[src/rtl/minimig_autoconfig_host_pkg.sv]
// Shared Autoconfig constants: config-space offsets, pool bounds, type codes and host FSM states.
// No logic; imported by the host and its size decoder.
package minimig_autoconfig_host_pkg;

    localparam logic [7:0] OFS_TYPE_HI    = 8'h00;
    localparam logic [7:0] OFS_TYPE_LO    = 8'h02;
    localparam logic [7:0] OFS_Z3_BASE    = 8'h44;
    localparam logic [7:0] OFS_Z2_BASE_HI = 8'h48;
    localparam logic [7:0] OFS_Z2_BASE_LO = 8'h4A;
    localparam logic [7:0] OFS_SHUTUP     = 8'h4C;

    localparam logic [23:0] Z2_POOL_START = 24'h200000;
    localparam logic [23:0] Z2_POOL_END   = 24'hA00000;
    localparam logic [31:0] Z3_POOL_START = 32'h40000000;
    localparam logic [31:0] Z3_POOL_END   = 32'h80000000;

    localparam logic [1:0] TYPE_Z2 = 2'b11;
    localparam logic [1:0] TYPE_Z3 = 2'b10;

    localparam logic [4:0] Z2_LOG2_8M   = 5'd23;
    localparam logic [4:0] Z2_LOG2_BASE = 5'd15;
    localparam logic [4:0] Z3_LOG2_BASE = 5'd24;
    localparam logic [3:0] MAX_BOARDS   = 4'd8;

    typedef enum logic [3:0] {
        IDLE, RD_T0, RD_T1, DECODE, WR_Z2LO, WR_Z2HI, WR_Z3, WR_SHUT, NEXT, DONE
    } state_t;

    // Byte offsets in config space map to bus word addresses [8:1].
    function automatic logic [7:0] word_addr(input logic [7:0] ofs);
        return ofs >> 1;
    endfunction

endpackage

[src/rtl/minimig_autoconfig_host_size_decode.sv]
// Combinational Autoconfig type decode: board class and log2 size, with a legality flag.
// Zero latency; no flow control.
module autoconfig_size_decode
    import minimig_autoconfig_host_pkg::*;
(
    input  logic [7:0] type_code,
    output logic       z3,
    output logic [4:0] size_log2,
    output logic       valid
);

    logic unused_type_bits;
    assign unused_type_bits = ^type_code[5:3];

    always_comb begin
        z3        = (type_code[7:6] == TYPE_Z3);
        valid     = 1'b0;
        size_log2 = 5'd0;
        if (type_code[7:6] == TYPE_Z2) begin
            valid     = 1'b1;
            size_log2 = (type_code[2:0] == 3'd0) ? Z2_LOG2_8M
                                                 : Z2_LOG2_BASE + {2'b00, type_code[2:0]};
        end else if (z3) begin
            // Code 7 would be 2G, larger than the whole Zorro III pool.
            valid     = (type_code[2:0] != 3'd7);
            size_log2 = Z3_LOG2_BASE + {2'b00, type_code[2:0]};
        end
    end

endmodule

[src/rtl/minimig_autoconfig_host.sv]
// Autoconfig host: walks the board chain, reads type nibbles, assigns aligned bases or shuts boards up.
// Bus phases advance only on clk7_en ticks (read 2+1 ticks, write 1+1 ticks); start is ignored while busy.
module minimig_autoconfig_host
    import minimig_autoconfig_host_pkg::*;
(
    input  logic        clk,
    input  logic        reset,
    input  logic        clk7_en,
    input  logic        start,
    output logic [7:0]  address_out,
    output logic [15:0] data_out,
    input  logic [15:0] data_in,
    output logic        sel,
    output logic        rd,
    output logic        hwr,
    output logic        lwr,
    output logic        cfg_valid,
    output logic [15:0] cfg_base,
    output logic [4:0]  cfg_size_log2,
    output logic        cfg_z3,
    output logic        cfg_shutup,
    output logic        busy,
    output logic        done,
    output logic        error,
    output logic [3:0]  board_count
);

    state_t      state;
    logic [1:0]  ph;
    logic [7:0]  type_reg;
    logic [23:0] next_z2;
    logic [31:0] next_z3;
    logic        start_pend;

    logic        dec_z3;
    logic [4:0]  dec_log2;
    logic        dec_valid;
    logic        present;

    autoconfig_size_decode u_size_decode (
        .type_code (type_reg),
        .z3        (dec_z3),
        .size_log2 (dec_log2),
        .valid     (dec_valid)
    );

    assign present = (type_reg[7:6] == TYPE_Z2) || (type_reg[7:6] == TYPE_Z3);

    // Wide enough that base+size of the largest board never wraps.
    logic [33:0] ptr, pool_end, size, base, base_end;
    logic        fits;

    always_comb begin
        ptr      = dec_z3 ? {2'b00, next_z3} : {10'd0, next_z2};
        pool_end = dec_z3 ? {2'b00, Z3_POOL_END} : {10'd0, Z2_POOL_END};
        size     = 34'd1 << dec_log2;
        base     = (ptr + size - 34'd1) & ~(size - 34'd1);
        base_end = base + size;
        fits     = dec_valid && (base_end <= pool_end);
    end

    logic unused_bits;
    assign unused_bits = ^{data_in[11:0], base[33:32], base[15:0], base_end[33:32]};

    always_ff @(posedge clk) begin
        cfg_valid <= 1'b0;
        if (reset) begin
            state         <= IDLE;
            ph            <= 2'd0;
            type_reg      <= 8'h00;
            next_z2       <= Z2_POOL_START;
            next_z3       <= Z3_POOL_START;
            start_pend    <= 1'b0;
            address_out   <= 8'h00;
            data_out      <= 16'h0000;
            sel           <= 1'b0;
            rd            <= 1'b0;
            hwr           <= 1'b0;
            lwr           <= 1'b0;
            cfg_base      <= 16'h0000;
            cfg_size_log2 <= 5'd0;
            cfg_z3        <= 1'b0;
            cfg_shutup    <= 1'b0;
            busy          <= 1'b0;
            done          <= 1'b0;
            error         <= 1'b0;
            board_count   <= 4'd0;
        end else begin
            // A start landing between ticks is held until the next tick.
            if (start && (state == IDLE || state == DONE))
                start_pend <= 1'b1;

            if (clk7_en) begin
                case (state)
                    IDLE, DONE: begin
                        if (start || start_pend) begin
                            start_pend  <= 1'b0;
                            done        <= 1'b0;
                            error       <= 1'b0;
                            board_count <= 4'd0;
                            next_z2     <= Z2_POOL_START;
                            next_z3     <= Z3_POOL_START;
                            busy        <= 1'b1;
                            ph          <= 2'd0;
                            state       <= RD_T0;
                            sel         <= 1'b1;
                            rd          <= 1'b1;
                            address_out <= word_addr(OFS_TYPE_HI);
                        end
                    end

                    // Each bus cycle is launched on the edge that enters its state.
                    RD_T0, RD_T1: begin
                        ph <= ph + 2'd1;
                        if (ph == 2'd1) begin
                            sel <= 1'b0;
                            rd  <= 1'b0;
                            if (state == RD_T0)
                                type_reg[7:4] <= data_in[15:12];
                            else
                                type_reg[3:0] <= data_in[15:12];
                        end
                        if (ph == 2'd2) begin
                            ph <= 2'd0;
                            if (state == RD_T0) begin
                                state       <= RD_T1;
                                sel         <= 1'b1;
                                rd          <= 1'b1;
                                address_out <= word_addr(OFS_TYPE_LO);
                            end else begin
                                state <= DECODE;
                            end
                        end
                    end

                    DECODE: begin
                        ph <= 2'd0;
                        if (!present) begin
                            state <= DONE;
                            done  <= 1'b1;
                            busy  <= 1'b0;
                        end else if (board_count == MAX_BOARDS) begin
                            state <= DONE;
                            done  <= 1'b1;
                            error <= 1'b1;
                            busy  <= 1'b0;
                        end else begin
                            cfg_z3        <= dec_z3;
                            cfg_size_log2 <= dec_log2;
                            sel           <= 1'b1;
                            if (!fits) begin
                                cfg_shutup  <= 1'b1;
                                cfg_base    <= 16'h0000;
                                state       <= WR_SHUT;
                                hwr         <= 1'b1;
                                address_out <= word_addr(OFS_SHUTUP);
                                data_out    <= 16'h0000;
                            end else if (dec_z3) begin
                                cfg_shutup  <= 1'b0;
                                cfg_base    <= base[31:16];
                                next_z3     <= base_end[31:0];
                                state       <= WR_Z3;
                                hwr         <= 1'b1;
                                lwr         <= 1'b1;
                                address_out <= word_addr(OFS_Z3_BASE);
                                data_out    <= base[31:16];
                            end else begin
                                cfg_shutup  <= 1'b0;
                                cfg_base    <= base[31:16];
                                next_z2     <= base_end[23:0];
                                state       <= WR_Z2LO;
                                lwr         <= 1'b1;
                                address_out <= word_addr(OFS_Z2_BASE_LO);
                                data_out    <= {base[19:16], 12'h000};
                            end
                        end
                    end

                    WR_Z2LO, WR_Z2HI, WR_Z3, WR_SHUT: begin
                        if (ph == 2'd0) begin
                            ph       <= 2'd1;
                            sel      <= 1'b0;
                            hwr      <= 1'b0;
                            lwr      <= 1'b0;
                            data_out <= 16'h0000;
                        end else begin
                            ph <= 2'd0;
                            // The high nibble must land last: that write configures a Zorro II board.
                            if (state == WR_Z2LO) begin
                                state       <= WR_Z2HI;
                                sel         <= 1'b1;
                                hwr         <= 1'b1;
                                address_out <= word_addr(OFS_Z2_BASE_HI);
                                data_out    <= {cfg_base[7:4], 12'h000};
                            end else begin
                                state <= NEXT;
                            end
                        end
                    end

                    NEXT: begin
                        cfg_valid   <= 1'b1;
                        board_count <= board_count + 4'd1;
                        ph          <= 2'd0;
                        state       <= RD_T0;
                        sel         <= 1'b1;
                        rd          <= 1'b1;
                        address_out <= word_addr(OFS_TYPE_HI);
                    end

                    default: begin
                        state <= IDLE;
                        busy  <= 1'b0;
                    end
                endcase
            end
        end
    end

endmodule

[config.mk]
export PLATFORM = sky130hd
export DESIGN_NAME = minimig_autoconfig_host
export DESIGN_NICKNAME = d
export VERILOG_FILES = /design/src/rtl/minimig_autoconfig_host_pkg.sv /design/src/rtl/minimig_autoconfig_host_size_decode.sv /design/src/rtl/minimig_autoconfig_host.sv
export SDC_FILE = /design/constraint.sdc
export NUM_CORES = 1
export LEC_CHECK = 0
export CELL_PAD_IN_SITES_DETAIL_PLACEMENT = 1
export CELL_PAD_IN_SITES_GLOBAL_PLACEMENT = 1
export CORE_MARGIN = 1.5
export CORE_UTILIZATION = 40
export CTS_CLUSTER_DIAMETER = 40
export CTS_CLUSTER_SIZE = 28
export DETAILED_ROUTE_END_ITERATION = 8
export DONT_BUFFER_PORTS = 1
export GPL_TIMING_DRIVEN = 0
export PLACE_DENSITY_LB_ADDON = 0.1
export SLEW_MARGIN = 10
export SYNTH_ARGS = -nofsm -noshare
export SYNTH_HDL_FRONTEND = slang
export SYNTH_SLANG_ARGS = --single-unit
export TNS_END_PERCENT = 20
[constraint.sdc]
create_clock -name clk -period 11.66 [get_ports clk]
set_clock_uncertainty 0.15 [all_clocks]
set_input_delay 1.749 -clock clk [delete_from_list [all_inputs] [get_ports clk]]
set_output_delay 1.749 -clock clk [all_outputs]
set_load 0.005 [all_outputs]
==> results of run 1 <==
## synthesized netlist by cell type, types with 6 or more instances
| library cell | count |
|---|---|
| o21a_1 | 21 |
| inv_1 | 127 |
| a31oi_1 | 21 |
| nor4_1 | 12 |
| o211ai_1 | 13 |
| xnor2_1 | 33 |
| a21oi_1 | 116 |
| nand3_1 | 31 |
| clkbuf_1 | 61 |
| and3_1 | 8 |
| nand4_1 | 14 |
| dfxtp_1 | 123 |
| or3_1 | 25 |
| a21o_1 | 23 |
| buf_2 | 9 |
| o21ai_0 | 84 |
| o221ai_1 | 7 |
| a31o_2 | 9 |
| o31ai_1 | 7 |
| and2_1 | 20 |
| nand2b_1 | 15 |
| or2_2 | 10 |
| o21bai_1 | 9 |
| nand3b_1 | 9 |
| ha_1 | 92 |
| mux2i_1 | 64 |
| a211oi_1 | 23 |
| a22o_1 | 12 |
| or4_1 | 11 |
| nor3_1 | 48 |
| xor2_1 | 17 |
| nor2_1 | 115 |
| and4_1 | 6 |
| a221oi_1 | 8 |
| nor2b_1 | 14 |
| nand2_1 | 192 |
## final timing paths
path               start           to  slack, ns  cells past startpoint
min reg2reg  next_z3[30]  next_z3[30]       0.30                      2
min          next_z3[30]  next_z3[30]       0.30                      2
max reg2reg  type_reg[0]   next_z3[7]       0.34                     47
max          type_reg[0]   next_z3[7]       0.34                     47
## logic make-up after synthesis
logic type,Yosys count
DFF,123
buffers and inverters,213
other,2
adders and majority gates,94
AOI/OAI and AO/OA,443
xor gates and xnor gates,50
and+or+nand+nor,548
muxes,69
## area by class of cell
type / instances / area [sq um]
Buffer: 76 / 414
Clock buffer: 17 / 425
Clock inverter: 15 / 176
Fill cell: 3513 / 14800
Inverter: 129 / 488
Multi-Input combinational cell: 1215 / 8470
Sequential cell: 123 / 2460
Tap cell: 378 / 473
Timing Repair Buffer: 18 / 144
## worst reg2reg max path, delay by kind of cell, from the launching register on
kind | cells | cell delay [ns]
compound gates | 16 | 3.47
buf+inv | 9 | 1.50
fa+ha+maj | 7 | 2.26
flops | 1 | 0.38
mux | 1 | 0.13
simple gates | 12 | 3.00
xor+xnor | 2 | 0.32
## power by group through the flow
stage | Sequential (uW) | Combinational, uW | Clock (uW)
final | 428 | 191 | 558
after floorplan | 436 | 124 | 0
after CTS | 428 | 179 | 568
after global routing | 429 | 204 | 585
after detailed placement | 438 | 174 | 0
after global placement | 437 | 171 | 0
## routing by layer
| layer | vias up | share of wire [%] | GRT usage [%] | wire, um |
|---|---|---|---|---|
| met5 | - | 0.020 | 0 | 9 |
| met4 | 2 | 3.2 | 11.9 | 1430 |
| met3 | 69 | 4.8 | 5.11 | 2140 |
| met2 | 313 | 45 | 47.6 | 20000 |
| met1 | 5836 | 47 | 41.0 | 20900 |
| li1 | 5638 | - | - | - |
## metrics by stage
stage	hold slack [ns]	std cells
4_1_cts	0.304	1967
5_1_grt	0.330	1971
3_3_place_gp	0.291	1929
6_report	0.303	1971
2_1_floorplan	0.279	1551
3_5_place_dp	0.293	1930
## what timing repair did
item                                   4_1_cts  5_1_grt
resized for setup                           53       69
setup endpoints to repair                   92       92
endpoints found under the hold margin        0        0
pin swaps                                    5       13
gates cloned                                 1        0
setup buffers                                5       11
==> flow_summary.ini, run 1 <==
[power_and_ir_drop]
switching_power_uw = 363
swShare_pct = 30.9
seqPwrFrac_pct = 36.4
ir_worst_vdd_v = 0.0000845
pwr-share-clk_pct = 47.4
intPower_uw = 814
p_per_area_mw_per_mm2 = 90.2
p_comb_share_pct = 16.2
finalPower_uw = 1180
p_leak_uw = 0.00546

[global_routing]
grt_overflow = 0
grt_usage_pct = 30.3
first_global_vias = 11700
grt_first_pass_wirelength_um = 67200
grt_max_degree = 17
antenna_found_initial = 1

[synthesis]
yosys-mux-area-fraction_pct = 6.14
yosys.area.top_type_share_pct = 21.7
async_reset_ff_share_pct = 0
avgSynthCellArea_sq_um = 7.36
yosys.area_share.simple_pct = 23.5
yosysWarnings = 0
ys_ff_latch = 123
yosys.area.top_type = dfxtp_1
synth_cell_types = 92
synth-edff-count = 0
syn_area_sq_mm = 0.0113
synthTopCellsByArea = dfxtp_1 22%, ha_1 10%, nand2_1 6.4%, mux2i_1 5.6%, a21oi_1 5.1%
synthCells = 1542
synth_top_family_by_area = compound AO/OA/AOI/OAI gates
synthAdderAreaFrac_pct = 10.4
ys_seq_area_share_pct = 21.7
synthXorXnorAreaFrac_pct = 3.86
synth_compound_area_share_pct = 26.6
ys.flop_type = dfxtp_1

[sta]
tightest_slew_ns = 1.25
setup-violations-final = 0
final_max_slew_viol_count = 0
fmaxAchievable_mhz = 88.3
maxSlewHeadroom_pct = 16.5
hold_violations = 0
setup_tns_ns = 0
worst_slack_ns = 0.341
fin_crit_sh_pct = 97.1
period_needed_ns = 11.32

[place]
port_buffers = 0
dp_hpwl_um = 35300
place_area_sq_mm = 0.0119
post-place-ws_ns = -1.67
gp_congestion = 0.900

[setup_path]
crit_arrival_ns = 11.48
worst_setup_path_start_kind = register
critical_path.top_delay_family = compound AO/OA/AOI/OAI gates
cp_num_buf_inv = 9
path_max_fanout = 10
max_stage_delay_ns = 0.50
cpMostUsedCell = ha_1
crit_slowest_cell = or3b_2
cp.required_ns = 11.82
worstSetupPathType = reg2reg
setup.worst_path.end_class = register

[detailed_routing]
totalWireLength_um = 44500
ant_nets = 0
routedWlPerCell_um = 22.6
vias = 11900
drt_iter0_drc = 846
drt-pass1-iter-count = 8
avgViaCountPerCell = 6.02
drc = 0

[clock_tree]
cts_tree = done
clock_sinks = 123
clock_path_buffers = 2
worstSkewPairLatency_ns = 0.44
path_clk_slew_ns = 0.06
cts_root_buffer = clkbuf_16
htreeDepth = 4
ctsHoldBuffers = 0
numCtsBuffers = 17

[floorplan]
core_area_sq_mm = 0.0279
fp-row-count = 61
die_w_um = 171
dieArea_sq_mm = 0.0294
io_pins = 79
die_h_um = 171
initial_core_util_pct = 40.7

[layout]
stdcell_area_sq_mm = 0.0131
syn_to_final_growth_pct = 15.0
nets = 1693
antenna_cells = 0
largest_register = next_z3
top_regs = next_z3: 32 flops, next_z2: 24 flops
drive_gt1_share_pct = 11.4
largest_reg_flops = 32
layout_common_cells = 189 x nand2_1, 126 x inv_1, 121 x dfxtp_1
post-route-util_pct = 46.8
mostFrequentLayoutCell = nand2_1

[job]
maxCapViolCount = 0

[min_path]
min_path_type = reg2reg

[outcome]
status = finished clean
Power figures use the tool's default switching activity.
==> inputs of run 2 (changes only) <==
--- a/config.mk
+++ b/config.mk
@@ -15,6 +15,7 @@
 export DONT_BUFFER_PORTS = 1
 export GPL_TIMING_DRIVEN = 0
 export PLACE_DENSITY_LB_ADDON = 0.1
+export SETUP_SLACK_MARGIN = 0.02
 export SLEW_MARGIN = 10
 export SYNTH_ARGS = -nofsm -noshare
 export SYNTH_HDL_FRONTEND = slang
==> constraint.sdc (replaced) <==
create_clock -name clk -period 12 [get_ports clk]
set_clock_uncertainty 0.15 [all_clocks]
set_input_delay 1.8 -clock clk [delete_from_list [all_inputs] [get_ports clk]]
set_output_delay 1.8 -clock clk [all_outputs]
set_load 0.005 [all_outputs]
==> flow_summary.ini, run 2 (same netlist as run 1, synthesis figures left out) <==
[sta]
fmaxAchievable_mhz = 85.8
setup-violations-final = 0
period_needed_ns = 11.66
hold_violations = 0
fin_crit_sh_pct = 97.1
whs_ns = 0.306
tightest_slew_ns = 1.21
final_max_slew_viol_count = 0
maxSlewHeadroom_pct = 18.7

[clock_tree]
ctsHoldBuffers = 0
clock_path_buffers = 2
htreeDepth = 4
numCtsBuffers = 17
cts_root_buffer = clkbuf_16
cts_tree = done
clock_sinks = 123
worstSkewPairLatency_ns = 0.44
path_clk_slew_ns = 0.06

[setup_path]
max_stage_delay_ns = 0.50
setup.worst_path.end_class = register
r2r-start = type_reg[0]
r2r_slack_ns = 0.34
cp.required_ns = 12.18
crit_slowest_cell = or3b_2
crit_arrival_ns = 11.84
critPathLaunch = type_reg[0]
worst_setup_path_start_kind = register
cpMostUsedCell = ha_1
path_max_fanout = 10
worstSetupPathType = reg2reg

[layout]
n_fill_cell = 3504
antenna_cells = 0
largest_reg_flops = 32
syn_to_final_growth_pct = 13.6
register_area_sq_mm = 0.00246
top_regs = next_z3: 32 flops, next_z2: 24 flops
mostFrequentLayoutCell = nand2_1
instances_no_fill = 1968
stdcell_area_sq_mm = 0.0129
nets = 1690
largest_register = next_z3
post-route-util_pct = 46.3
drive_gt1_share_pct = 9.69
layout_common_cells = 191 x nand2_1, 127 x inv_1, 123 x dfxtp_1
multiInputGateArea_sq_mm = 0.00836

[power_and_ir_drop]
finalPower_uw = 1140
p_leak_uw = 0.00538
p_per_area_mw_per_mm2 = 88.4
ir_worst_vdd_v = 0.0000818

[detailed_routing]
drt_iter0_drc = 806
routedWlPerCell_um = 22.6
ant_nets = 0
totalWireLength_um = 44400
vias = 11900
avgViaCountPerCell = 6.04
drc = 0
drt-pass1-iter-count = 6

[min_path]
min_path_type = reg2reg
min-delay-start = next_z3[30]

[floorplan]
initial_core_util_pct = 40.7
core_area_sq_mm = 0.0279
die_w_um = 171
die_h_um = 171
io_pins = 79
dieArea_sq_mm = 0.0294
fp-row-count = 61

[place]
gp_congestion = 0.900
port_buffers = 0
place_area_sq_mm = 0.0119
dp.cells = 1930
dp_hpwl_um = 35300

[global_routing]
grt_max_degree = 17
first_global_vias = 11600
antenna_found_initial = 1
grt_usage_pct = 30.1
grt_first_pass_wirelength_um = 66900
grt_overflow = 0

[job]
maxCapViolCount = 0

[outcome]
status = finished clean
run 2: final timing paths:
check / to / depth (start not counted)
max: next_z3[1] / 43
min: next_z3[30] / 2
max reg2reg: next_z3[1] / 43
min reg2reg: next_z3[30] / 2
run 2: per-stage QoR:
step	setup WS, ns	TNS [ns]
after floorplan	1.91	0
after global placement	-1.67	-117.62
after detailed placement	-1.33	-83.84
after CTS	0.0288	0
after global routing	-0.0899	-1.42
final	0.343	0
run 2: repair_timing:
item / 4_1_cts / 5_1_grt
pin swaps: 1 / 10
gates resized for setup: 29 / 57
endpoints found under the hold margin: 0 / 0
endpoints found under the setup margin: 92 / 92
buffers inserted: 2 / 7
run 2: power breakdown:
part | switching (uW) | internal, uW | leakage (uW)
Combinational | 119 | 63.4 | 0.00410
Sequential | 3.36 | 413 | 0.000992
Clock | 228 | 313 | 0.000290
Total | 351 | 789 | 0.00538
run 2: critical path, delay by kind of cell (launching register included):
kind	cells	cell delay [ns]
flip-flops	1	0.41
AO/OA/AOI/OAI	15	3.83
adder cells (fa/ha/maj)	6	2.02
XOR/XNOR	2	0.36
AND/OR/NAND/NOR	12	3.43
buffers and inverters	8	1.31
run 2: layout make-up:
| cell class | instances | area share (%) |
|---|---|---|
| clock buffer | 17 | 3.30 |
| inverter | 129 | 3.76 |
| sequential | 123 | 19.1 |
| tap | 378 | 3.67 |
| buffer | 81 | 3.31 |
| clock inverter | 15 | 1.37 |
| timing repair buffer | 10 | 0.650 |
| multi-input combinational | 1215 | 64.8 |
run 2: metal layers:
layer | vias to the layer above | track usage, % | share of wire [%]
met5 | - | 0 | 0.020
met4 | 2 | 11.5 | 3.7
met1 | 5836 | 40.8 | 46
met2 | 344 | 47.7 | 45
met3 | 92 | 4.92 | 6.0
li1 | 5621 | - | -
